--- src/rtl/cpu_types_pkg.sv ---
// Shared types for the pipeline sequencing controller: FSM state encoding,
// register-index type and PC mux select values.
package cpu_types_pkg;

  typedef enum logic [2:0] {
    RUN     = 3'd0,
    LDSTALL = 3'd1,
    MEMWAIT = 3'd2,
    REDIR   = 3'd3,
    HALT    = 3'd4
  } pipe_ctrl_state_t;

  typedef logic [4:0] regbits_t;

  localparam logic [1:0] PCSEL_NPC = 2'd0;
  localparam int unsigned LDCNT_W  = 2;

endpackage

--- src/rtl/pipe_ctrl_hazard_detect.sv ---
// Combinational load-use hazard compare between the load in EX and the
// source registers of the instruction sitting in IF/ID.
module hazard_detect
  import cpu_types_pkg::*;
(
  input  regbits_t id_rs_i,
  input  regbits_t id_rt_i,
  input  logic     ex_dren_i,
  input  regbits_t ex_wsel_i,
  output logic     hz_o
);

  // r0 is hardwired zero, so a load targeting it never creates a dependency
  assign hz_o = ex_dren_i && (ex_wsel_i != '0) &&
                ((ex_wsel_i == id_rs_i) || (ex_wsel_i == id_rt_i));

endmodule

--- src/rtl/pipe_ctrl.sv ---
// Pipe register / PC sequencing controller. Optional performance counters
// are built when PIPE_PERF_EN is defined; otherwise they read as zero.
module pipe_ctrl
  import cpu_types_pkg::*;
#(
  parameter int unsigned LDUSE_STALL = 1
) (
  input  logic        clk_i,
  input  logic        rst_i,
  input  logic        ihit_i,
  input  logic        dhit_i,
  input  logic        mem_req_i,
  input  regbits_t    id_rs_i,
  input  regbits_t    id_rt_i,
  input  logic        ex_dren_i,
  input  regbits_t    ex_wsel_i,
  input  logic        ex_redir_i,
  input  logic [1:0]  ex_pcsel_i,
  input  logic        ex_halt_i,
  output logic        pc_en_o,
  output logic [1:0]  pc_sel_o,
  output logic        ifid_en_o,
  output logic        ifid_flush_o,
  output logic        idex_en_o,
  output logic        idex_flush_o,
  output logic        halted_o,
  output logic [31:0] stall_cnt_o,
  output logic [31:0] flush_cnt_o
);

  pipe_ctrl_state_t     state_q, state_d;
  logic [LDCNT_W-1:0]   cnt_q, cnt_d;
  logic [1:0]           redir_q, redir_d;
  logic                 pend_q, pend_d;
  logic                 hz;
`ifdef PIPE_PERF_EN
  logic                 redir_acc;
`endif

  hazard_detect u_hazard_detect (
    .id_rs_i   (id_rs_i),
    .id_rt_i   (id_rt_i),
    .ex_dren_i (ex_dren_i),
    .ex_wsel_i (ex_wsel_i),
    .hz_o      (hz)
  );

  always_ff @(posedge clk_i) begin
    if (rst_i) begin
      state_q <= RUN;
      cnt_q   <= '0;
      redir_q <= PCSEL_NPC;
      pend_q  <= 1'b0;
    end else begin
      state_q <= state_d;
      cnt_q   <= cnt_d;
      redir_q <= redir_d;
      pend_q  <= pend_d;
    end
  end

  assign halted_o = (state_q == HALT) && !rst_i;

  always_comb begin
    pc_en_o      = 1'b0;
    pc_sel_o     = PCSEL_NPC;
    ifid_en_o    = 1'b0;
    ifid_flush_o = 1'b0;
    idex_en_o    = 1'b0;
    idex_flush_o = 1'b0;
    state_d      = state_q;
    cnt_d        = cnt_q;
    redir_d      = redir_q;
    pend_d       = pend_q;
`ifdef PIPE_PERF_EN
    redir_acc    = 1'b0;
`endif
    if (!rst_i) begin
      unique case (state_q)
        HALT: ;
        MEMWAIT: begin
          if (ex_halt_i)   state_d = HALT;
          else if (dhit_i) state_d = pend_q ? REDIR : RUN;
        end
        RUN, LDSTALL, REDIR: begin
          if (ex_halt_i) begin
            state_d = HALT;
          end else if (mem_req_i && !dhit_i) begin
            state_d = MEMWAIT;
            // EX still holds a bubble in REDIR, so only capture from RUN/LDSTALL
            if (ex_redir_i && state_q != REDIR) begin
              redir_d = ex_pcsel_i;
              pend_d  = 1'b1;
`ifdef PIPE_PERF_EN
              redir_acc = 1'b1;
`endif
            end
          end else if (state_q == REDIR) begin
            pc_sel_o     = redir_q;
            pc_en_o      = ihit_i;
            ifid_en_o    = 1'b1;
            idex_en_o    = 1'b1;
            ifid_flush_o = 1'b1;
            idex_flush_o = 1'b1;
            if (ihit_i) begin
              state_d = RUN;
              pend_d  = 1'b0;
            end
          end else if (ex_redir_i) begin
            redir_d      = ex_pcsel_i;
            pc_sel_o     = ex_pcsel_i;
            pc_en_o      = ihit_i;
            ifid_en_o    = 1'b1;
            idex_en_o    = 1'b1;
            ifid_flush_o = 1'b1;
            idex_flush_o = 1'b1;
            state_d      = ihit_i ? RUN : REDIR;
            pend_d       = !ihit_i;
`ifdef PIPE_PERF_EN
            redir_acc    = 1'b1;
`endif
          end else if (state_q == LDSTALL || hz) begin
            idex_en_o    = 1'b1;
            idex_flush_o = 1'b1;
            if (state_q == LDSTALL) begin
              if (cnt_q <= 1) state_d = RUN;
              else            cnt_d   = cnt_q - 1'b1;
            end else if (LDUSE_STALL > 1) begin
              state_d = LDSTALL;
              cnt_d   = LDCNT_W'(LDUSE_STALL - 1);
            end
          end else begin
            pc_en_o      = ihit_i;
            ifid_en_o    = 1'b1;
            ifid_flush_o = !ihit_i;
            idex_en_o    = 1'b1;
            state_d      = RUN;
          end
        end
        default: state_d = RUN;
      endcase
    end
  end

`ifdef PIPE_PERF_EN
  logic [31:0] stall_cnt_q, flush_cnt_q;

  always_ff @(posedge clk_i) begin
    if (rst_i) begin
      stall_cnt_q <= '0;
      flush_cnt_q <= '0;
    end else begin
      if (!pc_en_o && !halted_o) stall_cnt_q <= stall_cnt_q + 32'd1;
      if (redir_acc)             flush_cnt_q <= flush_cnt_q + 32'd1;
    end
  end

  assign stall_cnt_o = stall_cnt_q;
  assign flush_cnt_o = flush_cnt_q;
`else
  assign stall_cnt_o = '0;
  assign flush_cnt_o = '0;
`endif

endmodule

--- config.mk ---
export PLATFORM = sky130hd
export DESIGN_NAME = pipe_ctrl
export DESIGN_NICKNAME = d
export VERILOG_FILES = /design/src/rtl/cpu_types_pkg.sv /design/src/rtl/pipe_ctrl_hazard_detect.sv /design/src/rtl/pipe_ctrl.sv
export SDC_FILE = /design/constraint.sdc
export NUM_CORES = 1
export LEC_CHECK = 0
export CORE_MARGIN = 1.5
export CORE_UTILIZATION = 30
export DETAILED_ROUTE_END_ITERATION = 8
export HOLD_SLACK_MARGIN = 0.06
export PLACE_DENSITY = 0.78
export SYNTH_ARGS = -nofsm -noshare
export SYNTH_HDL_FRONTEND = slang
export SYNTH_SLANG_ARGS = --single-unit
--- constraint.sdc ---
create_clock -name clk_i -period 1.75 [get_ports clk_i]
set_input_delay 0.4375 -clock clk_i [delete_from_list [all_inputs] [get_ports clk_i]]
set_output_delay 0.4375 -clock clk_i [all_outputs]
set_load 0.01 [all_outputs]
==> results of run 1 <==
per-layer routing:
metal	vias to the layer above	part of all wire	wire length (µm)
li1	539	-	-
met1	492	0.38	1030
met2	68	0.53	1430
met3	2	0.090	244
met4	0	0.0044	12
met5	-	0	0
worst paths after layout:
check                               endpoint  slack (ns)
worst min register to register      cnt_q[1]        0.49
worst min-delay path                cnt_q[1]        0.49
worst max-delay path            ifid_flush_o       -0.43
worst max register to register    state_q[1]       -0.09
critical path: cells and delay by family:
| kind | cells | cell delay, ns |
|---|---|---|
| AND/OR/NAND/NOR | 1 | 0.53 |
| AO/OA/AOI/OAI | 3 | 0.37 |
| buffers and inverters | 3 | 0.39 |
synthesized netlist by cell type:
cell type / count
ha_1: 1
a21boi_0: 1
a31oi_1: 1
conb_1: 1
and3_1: 1
a21oi_1: 4
o2111ai_1: 1
xor2_1: 10
dfxtp_1: 8
nand3b_1: 1
or2b_1: 2
or4b_1: 1
o21bai_1: 1
nand4b_1: 1
o21bai_2: 1
or2_0: 1
mux2i_1: 4
a21oi_2: 1
buf_6: 1
o21ai_1: 1
a211o_1: 1
clkbuf_1: 1
o221ai_1: 1
o21ai_0: 5
inv_1: 5
nand2b_1: 3
buf_4: 64
o31a_1: 1
nand4_1: 1
nor3_1: 4
nor2_1: 12
a22oi_1: 1
o32a_2: 1
nand3_1: 4
o211ai_1: 1
or3_1: 2
or2_2: 1
o22a_1: 1
nand2_1: 7
or4_1: 1
cells in the final DEF (no fill, tap or decap), drive strengths merged:
cell           instances
nand3                  4
dfxtp                  8
o32a                   1
clkdlybuf4s15          6
ha                     1
conb                  64
o21ai                  6
nand2b                 3
o211ai                 1
a21boi                 1
or3                    2
a31oi                  1
or2                    2
inv                    5
o221ai                 1
and3                   1
a22oi                  1
clkdlybuf4s50          3
o21bai                 2
mux2i                  4
nor2                  12
xor2                  10
or4                    1
buf                   47
or2b                   2
nor3                   4
dlygate4sd2            7
o2111ai                1
a211o                  1
nand4                  1
o22a                   1
or4b                   1
o31a                   1
nand2                  7
a21oi                  5
clkbuf                 6
nand4b                 1
nand3b                 1
what timing repair did:
action,4_1_cts,5_1_grt
pin swaps,22,19
buffers inserted,11,5
endpoints found under the setup margin,12,11
resized for setup,100,25
metrics by stage:
| step | cells | util |
|---|---|---|
| 2_1_floorplan | 223 | - |
| 3_3_place_gp | 260 | 0.405 |
| 3_5_place_dp | 260 | 0.405 |
| 4_1_cts | 270 | 0.435 |
| 5_1_grt | 274 | 0.461 |
| 6_report | 274 | 0.461 |
registers in the layout (all words and copies together) (netlist names):
signal / flops
cnt_q: 2
redir_q: 2
pend_q: 1
state_q: 3
kinds of logic after synthesis:
group / after synthesis / synth area share
adder cells (fa/ha/maj): 1 / 0.0105
XOR/XNOR: 10 / 0.0732
other: 1 / 0.00314
AND/OR/NAND/NOR: 42 / 0.181
flip-flops: 8 / 0.134
AO/OA/AOI/OAI: 23 / 0.135
multiplexers: 4 / 0.0335
buffers and inverters: 71 / 0.430
report_power, final:
group	leakage, nW	switching, mW	internal [mW]
Clock	0.0216	0.0790	0.150
Sequential	0.0667	0.00676	0.191
Combinational	0.751	0.177	0.155
Total	0.839	0.263	0.496
area by class of cell:
type                       count  area [µm²]
clock buffer                   3        41.3
tap                           48        60.1
timing repair buffer          66         541
sequential                     8         166
inverter                       5        18.8
fill                         400        2020
multi-input combinational    144         897
==> flow_summary.toml, run 1 <==
[pwr]
ir_worst_vdd_mv = 0.268
total_power_mw = 0.759
p_leak_nw = 0.839
power.density_mw_per_mm2 = 440

[routing]
drt-vias-per-instance = 4.02
ant_nets = 0
num_vias = 1101
totalWireLength_mm = 2.73
first_pass_iters = 4
drtIter0Drc = 39
wl_per_cell_um = 9.95
route.detailed.drc = 0

[status]
status = "complete, but fails checks"
violations = "setup timing"

[placed_design]
dp_hpwl_mm = 2.01
dp_slack_ns = -1.17
portBuffers = 32
dpl-instance-area_mm2 = 0.00152
gp_congestion = 0.863

[cts]
cts_max_path_buffers = 2
cts.hold.buffers_added = 0
clock_latency_ns = 0.23
cts_tree = "built"
cts_num_sinks = 8
cts_htree_levels = 1
clockRootBuffer = "clkbuf_8"
clk_pin_slew_ns = 0.04
cts_buffers = 3

[synth]
synth_area_mm2 = 0.00120
ys_seq_area_frac = 0.134
synth-seq-cells = 8
synth.area.top_cells = "buf_4 40%, dfxtp_1 13%, xor2_1 7.3%"
ys_warn_count = 0
synth_area_per_cell_um2 = 7.48
ys_types = 40
syn_inst = 160
synth_top_cell_by_area = "buf_4"
synth_top_area_share = 0.402

[worst_setup_path]
crit_path_start = "ex_wsel_i[4]"
path_cells = "buf_8 -> or4_4 -> o21ai_4 -> o221ai_2 -> buf_4 -> o21ai_2 -> buf_2"
cp_slowest_cell = "or4_4"
critPathArrivalTime_ns = 1.74
startpoint_type = "input pin"
cp-end-kind = "primary output"
rr_worst_depth = 7
worstPathMaxFanout = 2
r2r_start = "state_q[2]"
crit_type = "in2out"
slowest_delay_ns = 0.53
required_ns = 1.31

[hold_path]
min_path_cells = 2
hold_path_class = "reg2reg"
min_from = "cnt_q[1]"

[layout]
final_area_mm2 = 0.00172
layout-drive-gt1-share = 0.381
antennaDiodeCount = 0
fin_nets = 254
synthToLayoutAreaGrowth_pct = 44.1

[floorplan]
rows = 22
die_h_um = 66.1
die_x_um = 66.1
ios = 97
die_area_mm2 = 0.00438
start_util = 0.320
core_area_mm2 = 0.00374

[grt]
use_met2 = 0.199
grt_usage = 0.119
grt_max_degree = 11
grt_pass1_wl_mm = 4.02
grt.met3_usage = 0.0307
antenna_found_initial = 0
grt.busiest_layer = "met2"
grt_pass1_vias = 893
grt-ovfl-total = 0
use_met1 = 0.153

[sta]
finalHoldViolations = 0
maxSlewViolCount = 0
whs_ns = 0.486
fin_crit_sh = 1.24
min_period_ns = 2.18
fin_setup_tns_ns = -1.77
setup_ws_ns = -0.428
finalClockSkew_ns = 0.00780
rsz0062_at_grt = "true"
max_freq_ghz = 0.459
setup-violations-final = 8

[job]
drv_cap = 0
No activity file was read; power rests on OpenSTA's default activity.
==> run 2, diff against run 1 <==
Settings changed: CELL_PAD_IN_SITES_DETAIL_PLACEMENT from default to 0, CELL_PAD_IN_SITES_GLOBAL_PLACEMENT from default to 1, CORE_UTILIZATION 30 to 19, GPL_TIMING_DRIVEN from default to 0, PLACE_DENSITY 0.78 to default, PLACE_DENSITY_LB_ADDON from default to 0.1.
==> run 2 against run 1 <==
Net effect:
- worst setup slack better by 0.070 ns
- clock power down 5%
- maximum frequency up 3.3%
- clock skew down 0.0053 ns
- non-clock buffer count up 45
- via count up 3.9%
- cell count up 26%
- the run still ends with setup timing left
- sequential share of layout area down 1.9 points
- die area up 55%
- combinational power up 21%
- routed wire length up 7.6%
- first-iteration DRC count down 7.7%
- critical endpoint is now idex_flush_o
==> flow_summary.toml, run 2 (synthesis results as in run 1) <==
[sta]
rsz0062_at_grt = "true"
fin_crit_sh = 1.20
max_freq_ghz = 0.474
maxSlewViolCount = 0
whs_ns = 0.464
setup-violations-final = 7
fin_setup_tns_ns = -1.92
setup_ws_ns = -0.358
min_period_ns = 2.11
finalHoldViolations = 0
finalClockSkew_ns = 0.00251

[pwr]
sw_frac_of_total = 0.323
ir_worst_vdd_mv = 0.184
p_clk_frac = 0.266
switchingPower_mw = 0.265
p_leak_nw = 1.10
power.internal_mw = 0.557
power.density_mw_per_mm2 = 391
power_frac_comb = 0.489
p_seq_frac = 0.245
total_power_mw = 0.821

[routing]
totalWireLength_mm = 2.93
ant_nets = 0
first_pass_iters = 4
wl_per_cell_um = 8.48
route.detailed.drc = 0
drt-vias-per-instance = 3.31
drtIter0Drc = 36
num_vias = 1144

[layout]
largest_registers = "state_q: 3 flops, cnt_q: 2 flops, redir_q: 2 flops"
synthToLayoutAreaGrowth_pct = 75.8
fin_nets = 299
final_cell_mix = "76 x buf_4, 64 x conb_1, 10 x nor2_1"
largest_reg_flops = 3
layout-drive-gt1-share = 0.480
final_core_util = 0.351
antennaDiodeCount = 0
fill_cells = 663
top_register = "state_q"
final_common_cell = "buf_4"
final_area_mm2 = 0.00210

[floorplan]
rows = 28
core_area_mm2 = 0.00599
die_x_um = 82.3
ios = 97
die_h_um = 82.3
start_util = 0.200
die_area_mm2 = 0.00678

[job]
drv_cap = 0

[placed_design]
dp_hpwl_mm = 2.37
portBuffers = 31
dpl-instance-area_mm2 = 0.00186
gp_congestion = 0.706

[worst_setup_path]
crit_type = "in2out"
critPathArrivalTime_ns = 1.67
startpoint_type = "input pin"
slowest_delay_ns = 0.23
path_common_cell = "buf_6"
cp_top_family = "buffers and inverters"
path_cells = "buf_8 -> buf_6 -> xor2_2 -> nor3_2 -> a22oi_2 -> buf_4 -> or2_4 -> a31oi_4 -> buf_6"
crit_buf_inv = 4
required_ns = 1.31
cp_slowest_cell = "or2_4"
worstPathMaxFanout = 2
cp-end-kind = "primary output"

[cts]
cts_tree = "built"
cts_htree_levels = 1
clk_pin_slew_ns = 0.04
clock_latency_ns = 0.23
cts_buffers = 3
clockRootBuffer = "clkbuf_8"
cts_max_path_buffers = 2
cts_num_sinks = 8

[status]
status = "complete, but fails checks"
violations = "setup timing"

[hold_path]
hold_path_class = "reg2reg"

[grt]
grt_max_degree = 9
grt_pass1_vias = 1022
antenna_found_initial = 0
grt_usage = 0.0863
grt_pass1_wl_mm = 4.61
grt-ovfl-total = 0
run 2: cell type report:
cell class                 instances  area (µm²)  area share
clock buffer                       3        41.3      0.0196
inverter                           5        18.8     0.00892
tap                               75        93.8      0.0446
timing repair buffer              45         370       0.176
buffer                            66         497       0.236
sequential                         8         163      0.0773
multi-input combinational        144         920       0.437
run 2: layer usage:
| layer | track usage | part of all wire | wire length [µm] |
|---|---|---|---|
| met3 | 0.0187 | 0.098 | 287 |
| met4 | 0.0153 | 0 | 0 |
| met5 | 0 | 0 | 0 |
| met1 | 0.106 | 0.41 | 1210 |
| met2 | 0.154 | 0.49 | 1430 |
run 2: worst paths after layout:
| kind | from | slack, ns | cells after the start | end |
|---|---|---|---|---|
| worst max-delay path | ex_wsel_i[4] | -0.36 | 9 | idex_flush_o |
| worst min register to register | cnt_q[1] | 0.46 | 2 | cnt_q[1] |
| worst min-delay path | cnt_q[1] | 0.46 | 2 | cnt_q[1] |
| worst max register to register | state_q[1] | 0.01 | 7 | state_q[1] |
run 2: worst register-to-register path: stages, from the launching register on:
cell and delay (ns):
dfxtp_2 0.32, buf_6 0.11, buf_4 0.16, or2_1 0.24, o32a_2 0.34, o21bai_1 0.15, o21bai_2 0.14, mux2i_1 0.19
run 2: metrics by stage:
stage	instances	setup slack, ns
after detailed placement	329	-1.33
after CTS	342	-0.402
after global routing	346	-0.448
after floorplan	223	-0.132
after global placement	329	-1.35
final	346	-0.358
run 2: repair_timing:
| action | CTS | global route |
|---|---|---|
| pin swaps | 16 | 15 |
| setup buffers | 10 | 4 |
| setup endpoints to repair | 13 | 9 |
| cloned | 0 | 0 |
| resized for setup | 93 | 26 |
| hold buffers | 0 | 0 |
run 2: power by group through the flow:
stage	combinational (mW)	sequential (mW)	clock, mW
floorplan	0.258	0.200	0
global placement	0.358	0.203	0
detailed placement	0.356	0.203	0
CTS	0.374	0.201	0.225
global route	0.445	0.203	0.235
finish	0.401	0.202	0.218
